**config.mk**
```make
export PLATFORM = sky130hd
export DESIGN_NAME = icache_line_fetcher
export DESIGN_NICKNAME = d
export VERILOG_FILES = /design/src/rtl/icache_line_fetcher.sv
export SDC_FILE = /design/constraint.sdc
export NUM_CORES = 1
export LEC_CHECK = 0
export BUFFER_PORTS_ARGS = -buffer_cell sky130_fd_sc_hd__buf_2
export CAP_MARGIN = 20
export CELL_PAD_IN_SITES_DETAIL_PLACEMENT = 1
export CELL_PAD_IN_SITES_GLOBAL_PLACEMENT = 1
export CORE_UTILIZATION = 26
export CTS_CLUSTER_SIZE = 12
export DETAILED_ROUTE_END_ITERATION = 7
export PLACE_DENSITY = 0.58
export SETUP_SLACK_MARGIN = 0.02
export SYNTH_ARGS = -nofsm -noshare
export SYNTH_HDL_FRONTEND = slang
export SYNTH_SLANG_ARGS = --single-unit
```
**constraint.sdc**
```tcl
create_clock -name clk_i -period 3.2 [get_ports clk_i]
set_input_delay 0.64 -clock clk_i [delete_from_list [all_inputs] [get_ports clk_i]]
set_output_delay 0.64 -clock clk_i [all_outputs]
set_load 0.1 [all_outputs]
```
**src/rtl/icache_line_fetcher.sv**
```systemverilog
// Fetch-line buffer producer: holds the current I$ line and issues single-outstanding refills.
// Optional performance counters are enabled with `define ICACHE_LF_PERF_EN.
module icache_line_fetcher #(
    parameter int unsigned XLEN        = 32,
    parameter int unsigned LINE_OFFSET = 4,
    parameter int unsigned LINE_W      = 128
) (
    input  logic              clk_i,
    input  logic              rst_n_i,
    input  logic [XLEN-1:0]   pc_i,
    input  logic              pc_valid_i,
    input  logic              flush_i,
    output logic [XLEN-1:0]   line_pc_o,
    output logic              line_valid_o,
    output logic [LINE_W-1:0] line_o,
    output logic [XLEN-1:0]   pend_pc_o,
    output logic              pend_valid_o,
    output logic              req_valid_o,
    input  logic              req_ready_i,
    output logic [XLEN-1:0]   req_addr_o,
    input  logic              resp_valid_i,
    input  logic [LINE_W-1:0] resp_line_i
`ifdef ICACHE_LF_PERF_EN
    ,
    output logic [31:0]       miss_cnt_o,
    output logic [31:0]       flush_kill_cnt_o
`endif
);

    typedef enum logic [1:0] {
        S_IDLE,
        S_REQ,
        S_WAIT,
        S_DRAIN
    } state_e;

    state_e state_q, state_d;
    logic   kill_q, kill_d;

    logic              hit;
    logic              pend_hit;
    logic              miss;
    logic [XLEN-1:0]   pc_aligned;
    logic              unused_pc_lsb;

    logic [XLEN-1:0]   line_pc_d;
    logic              line_valid_d;
    logic [LINE_W-1:0] line_d;
    logic [XLEN-1:0]   pend_pc_d;
    logic              pend_valid_d;
    logic              req_valid_d;
    logic [XLEN-1:0]   req_addr_d;

    assign pc_aligned    = {pc_i[XLEN-1:LINE_OFFSET], {LINE_OFFSET{1'b0}}};
    assign unused_pc_lsb = ^pc_i[LINE_OFFSET-1:0];

    assign hit      = line_valid_o & (pc_i[XLEN-1:LINE_OFFSET] == line_pc_o[XLEN-1:LINE_OFFSET]);
    assign pend_hit = pend_valid_o & (pc_i[XLEN-1:LINE_OFFSET] == pend_pc_o[XLEN-1:LINE_OFFSET]);
    assign miss     = pc_valid_i & ~hit & ~pend_hit & ~flush_i;

    always_ff @(posedge clk_i or negedge rst_n_i) begin
        if (!rst_n_i) begin
            state_q <= S_IDLE;
            kill_q  <= 1'b0;
        end else begin
            state_q <= state_d;
            kill_q  <= kill_d;
        end
    end

    // A flush during REQ cannot retract the request, so it is remembered in
    // kill and applied when the handshake completes.
    always_comb begin
        state_d = state_q;
        kill_d  = kill_q;
        case (state_q)
            S_IDLE: begin
                if (miss) begin
                    state_d = S_REQ;
                end
            end
            S_REQ: begin
                if (flush_i) begin
                    kill_d = 1'b1;
                end
                if (req_ready_i) begin
                    state_d = (kill_q | flush_i) ? S_DRAIN : S_WAIT;
                    kill_d  = 1'b0;
                end
            end
            S_WAIT: begin
                if (flush_i) begin
                    state_d = resp_valid_i ? S_IDLE : S_DRAIN;
                end else if (resp_valid_i) begin
                    state_d = S_IDLE;
                end
            end
            S_DRAIN: begin
                if (resp_valid_i) begin
                    state_d = S_IDLE;
                end
            end
            default: begin
                state_d = S_IDLE;
                kill_d  = 1'b0;
            end
        endcase
    end

    always_comb begin
        line_pc_d    = line_pc_o;
        line_valid_d = line_valid_o;
        line_d       = line_o;
        pend_pc_d    = pend_pc_o;
        pend_valid_d = pend_valid_o;
        req_valid_d  = req_valid_o;
        req_addr_d   = req_addr_o;
        case (state_q)
            S_IDLE: begin
                if (miss) begin
                    req_valid_d  = 1'b1;
                    req_addr_d   = pc_aligned;
                    pend_pc_d    = pc_aligned;
                    pend_valid_d = 1'b1;
                end
            end
            S_REQ: begin
                if (req_ready_i) begin
                    req_valid_d = 1'b0;
                end
            end
            S_WAIT: begin
                if (resp_valid_i && !flush_i) begin
                    line_d       = resp_line_i;
                    line_pc_d    = pend_pc_o;
                    line_valid_d = 1'b1;
                    pend_valid_d = 1'b0;
                end
            end
            default: begin
            end
        endcase
        // Request signals are deliberately left untouched so the handshake stays legal.
        if (flush_i) begin
            line_valid_d = 1'b0;
            pend_valid_d = 1'b0;
        end
    end

    always_ff @(posedge clk_i or negedge rst_n_i) begin
        if (!rst_n_i) begin
            line_pc_o    <= '0;
            line_valid_o <= 1'b0;
            line_o       <= '0;
            pend_pc_o    <= '0;
            pend_valid_o <= 1'b0;
            req_valid_o  <= 1'b0;
            req_addr_o   <= '0;
        end else begin
            line_pc_o    <= line_pc_d;
            line_valid_o <= line_valid_d;
            line_o       <= line_d;
            pend_pc_o    <= pend_pc_d;
            pend_valid_o <= pend_valid_d;
            req_valid_o  <= req_valid_d;
            req_addr_o   <= req_addr_d;
        end
    end

`ifdef ICACHE_LF_PERF_EN
    logic miss_inc;
    logic kill_inc;

    assign miss_inc = (state_q == S_IDLE) && (state_d == S_REQ);
    assign kill_inc = (state_q != S_DRAIN) && (state_d == S_DRAIN);

    always_ff @(posedge clk_i or negedge rst_n_i) begin
        if (!rst_n_i) begin
            miss_cnt_o       <= '0;
            flush_kill_cnt_o <= '0;
        end else begin
            if (miss_inc && (miss_cnt_o != '1)) begin
                miss_cnt_o <= miss_cnt_o + 32'd1;
            end
            if (kill_inc && (flush_kill_cnt_o != '1)) begin
                flush_kill_cnt_o <= flush_kill_cnt_o + 32'd1;
            end
        end
    end
`endif

    // Responses are only legal while a request is in flight; stray ones are dropped.
    resp_outside_wait: assert property (@(posedge clk_i) disable iff (!rst_n_i)
        resp_valid_i |-> (state_q == S_WAIT || state_q == S_DRAIN))
        else $warning("resp_valid_i outside WAIT/DRAIN ignored");

endmodule

```
==> flow_metrics.tcl <==
set metrics [dict create \
    grt.total_usage_pct 13.8 \
    synth-xor-area-share_pct 6.06 \
    ctsHoldBuffers 0 \
    highest_clock_rate_ghz 0.412 \
    gr-total-overflow 0 \
    critPathArrivalTime_ns 2.74 \
    vias_in_the_first_global_route 5808 \
    grt_antenna_before_repair 2 \
    finalWirelength_um 22100 \
    die_height_um 178 \
    worst-path-max-fanout 28 \
    grt-busiest-layer "met2" \
    remaining_antenna_violation_count 0 \
    clock_tree_from_tritoncts "yes" \
    layout.cells.non_filler 1298 \
    ys_seq_area_share_pct 58.7 \
    met3_demand_to_capacity_share_in_global_routing_pct 4.69 \
    die-width_um 178 \
    setup-tns-final_ns 0 \
    htree_num_levels 4 \
    yosys.area_share.adder_pct 0 \
    port-buffer-count 376 \
    clkSinkCount 190 \
    placeableCoreArea_um2 30600 \
    timing.final.setup_violations 0 \
    rsz0062_at_grt "false" \
    ctsLongestPathBuffers 2 \
    wire_per_inst_um 17.0 \
    io_pins 393 \
    final_min_period_over_clock_period_pct 75.9 \
    layout-drive-gt1-share_pct 66.6 \
    fin_crit_ns 2.43 \
    mostFrequentLayoutCell "sky130_fd_sc_hd__buf_2" \
    yosys_warnings 0 \
    finish.instance_area_um2 10800 \
    synth-compound-area-share_pct 0.680 \
    worstMarginPinSlew_ns 0.675 \
    final_hold_viol_count 0 \
    synth.cell_area_um2 8100 \
    skew_ns 0.0125 \
    grt_start_max_net_pins 76 \
    number_of_cell_rows 64 \
    grt_use_met2_pct 23.4 \
    cts.reportedPaths.clkPinSlew_ns 0.07 \
    number_of_register_bits_inferred_by_synthesis 190 \
    postCtsSetupRepairBufs 0 \
    setup.worst_path.end_class "flop" \
    clockRootBuffer "sky130_fd_sc_hd__clkbuf_16" \
    run_status "completed" \
    area_taken_by_multi_input_logic_gates_um2 2940 \
    place_hpwl_um 16200 \
    first_pass_iters 7 \
    cp.required_ns 3.51 \
    portion_of_netlist_area_occupied_by_mux_cells_pct 26.8 \
    synth.top_cells.by_area "sky130_fd_sc_hd__dfrtp_1 (59%), sky130_fd_sc_hd__mux2_2 (22%), sky130_fd_sc_hd__xnor2_1 (6.1%)" \
    synth.top_cell.area_share_pct 58.7 \
    num-nets-final 1052 \
    sequential_cell_area_um2 4750 \
    fillCellCount 3358 \
    slew_headroom_pct 55.0 \
    critical_path_class "flop to flop" \
    cts.repair.resized 0 \
    drt-vias-per-instance 4.23 \
    place_inst 1263 \
    postSynthCellCount 533 \
    synth_simple_gate_area_share_pct 2.05 \
    routabilityCongestion 0.701 \
    global_route_wire_length_before_repair_um 33400 \
    met1_grt_util_pct 16.9 \
    detailroute.via_count 5489 \
    dieArea_um2 31900 \
    total_cts_buffers 17 \
    holdCritPathClass "input pin to asynchronous set/reset pin" \
    yosysUniqueCellTypes 23 \
    drc 0 \
    post_dp_cell_area_um2 10200 \
    maxCapViolations 0 \
    dominant_combinational_cell_family_by_area_after_synthesis "multiplexers" \
    initial_utilization_pct 26.5 \
    synth_top_area_cell "sky130_fd_sc_hd__dfrtp_1" \
    most-common-layout-cells "sky130_fd_sc_hd__buf_2 (375), sky130_fd_sc_hd__dfrtp_1 (190), sky130_fd_sc_hd__mux2_2 (157)" \
    final-max-slew-violation-count 0 \
    area_growth_pct 33.8 \
    syn_area_per_cell_um2 15.2 \
    detail_route.iter0.violations 149 \
    clk_latency_ns 0.43 \
    critPathLaunchType "flop" \
]
-- sequential cells by signal, indices dropped and copies added (netlist names) --
register and flops:
req_addr_o 28, pend_valid_o 1, state_q 2, kill_q 1, line_pc_o 28, line_o 128, req_valid_o 1, line_valid_o 1
-- layout make-up --
type	instances	share of cell area (%)
flip-flops and latches	190	43.9
multi-input cells	291	27.1
repair buffers	384	18.7
well taps	396	4.57
clock buffers	23	4.41
clock inverters	9	1.24
inverters	2	0.0693
diodes	3	0.0693
-- cell usage after synthesis, drive strengths merged --
master / n
a21oi: 1
a21o: 1
xnor2: 56
clkbuf: 1
a22oi: 1
nand4: 13
o211ai: 1
conb: 1
nand3: 3
mux2: 184
nand2: 7
o21ai: 3
inv: 2
nor3: 1
a31oi: 2
nor4: 4
dfrtp: 190
nor2: 2
buf: 60
-- routing by layer --
layer	vias up	wire, µm
met5	-	0
met2	193	11300
met1	2780	9190
met4	0	160
li1	2509	-
met3	7	1460
-- worst max-delay path: stages (launching register included) --
cell and delay [ns]:
sky130_fd_sc_hd__dfrtp_1 0.44, sky130_fd_sc_hd__xnor2_1 0.27, sky130_fd_sc_hd__nand4_1 0.14, sky130_fd_sc_hd__nor4_1 0.42
sky130_fd_sc_hd__a22oi_1 0.20, sky130_fd_sc_hd__nand4_2 0.19, sky130_fd_sc_hd__buf_12 0.28, sky130_fd_sc_hd__mux2_2 0.36
-- metrics by stage --
step / hold slack (ns) / setup slack (ns) / utilization, %
after floorplan: 0.344 / 0.818 / -
after detailed placement: 0.482 / 0.373 / 33.4
after global placement: 0.476 / 0.389 / 33.4
final: 0.229 / 0.771 / 35.4
after global routing: 0.286 / 0.697 / 35.4
after CTS: 0.267 / 0.714 / 35.4
-- path summary, 6_finish.rpt --
check	from	to	slack, ns	cells past startpoint
max	req_addr_o[5]$_DFFE_PN0P_	req_addr_o[31]$_DFFE_PN0P_	0.77	7
min	rst_n_i	req_addr_o[13]$_DFFE_PN0P_	0.23	1
max reg2reg	req_addr_o[5]$_DFFE_PN0P_	req_addr_o[31]$_DFFE_PN0P_	0.77	7
min reg2reg	line_o[90]$_DFFE_PN0P_	line_o[90]$_DFFE_PN0P_	0.50	1
max in group asynchronous	rst_n_i	line_o[26]$_DFFE_PN0P_	2.08	2
min in group clk_i	resp_valid_i	state_q[1]$_DFFE_PN0P_	0.41	2
-- cells by family after synthesis --
kind of cell	Yosys count
flops	190
mux	184
buf+inv	63
xor+xnor	56
simple gates	30
compound gates	9
other cells	1
Power is left out: the tool's default activity adds up to more than one toggle a clock period on the data nets, which glitch-free logic cannot reach.
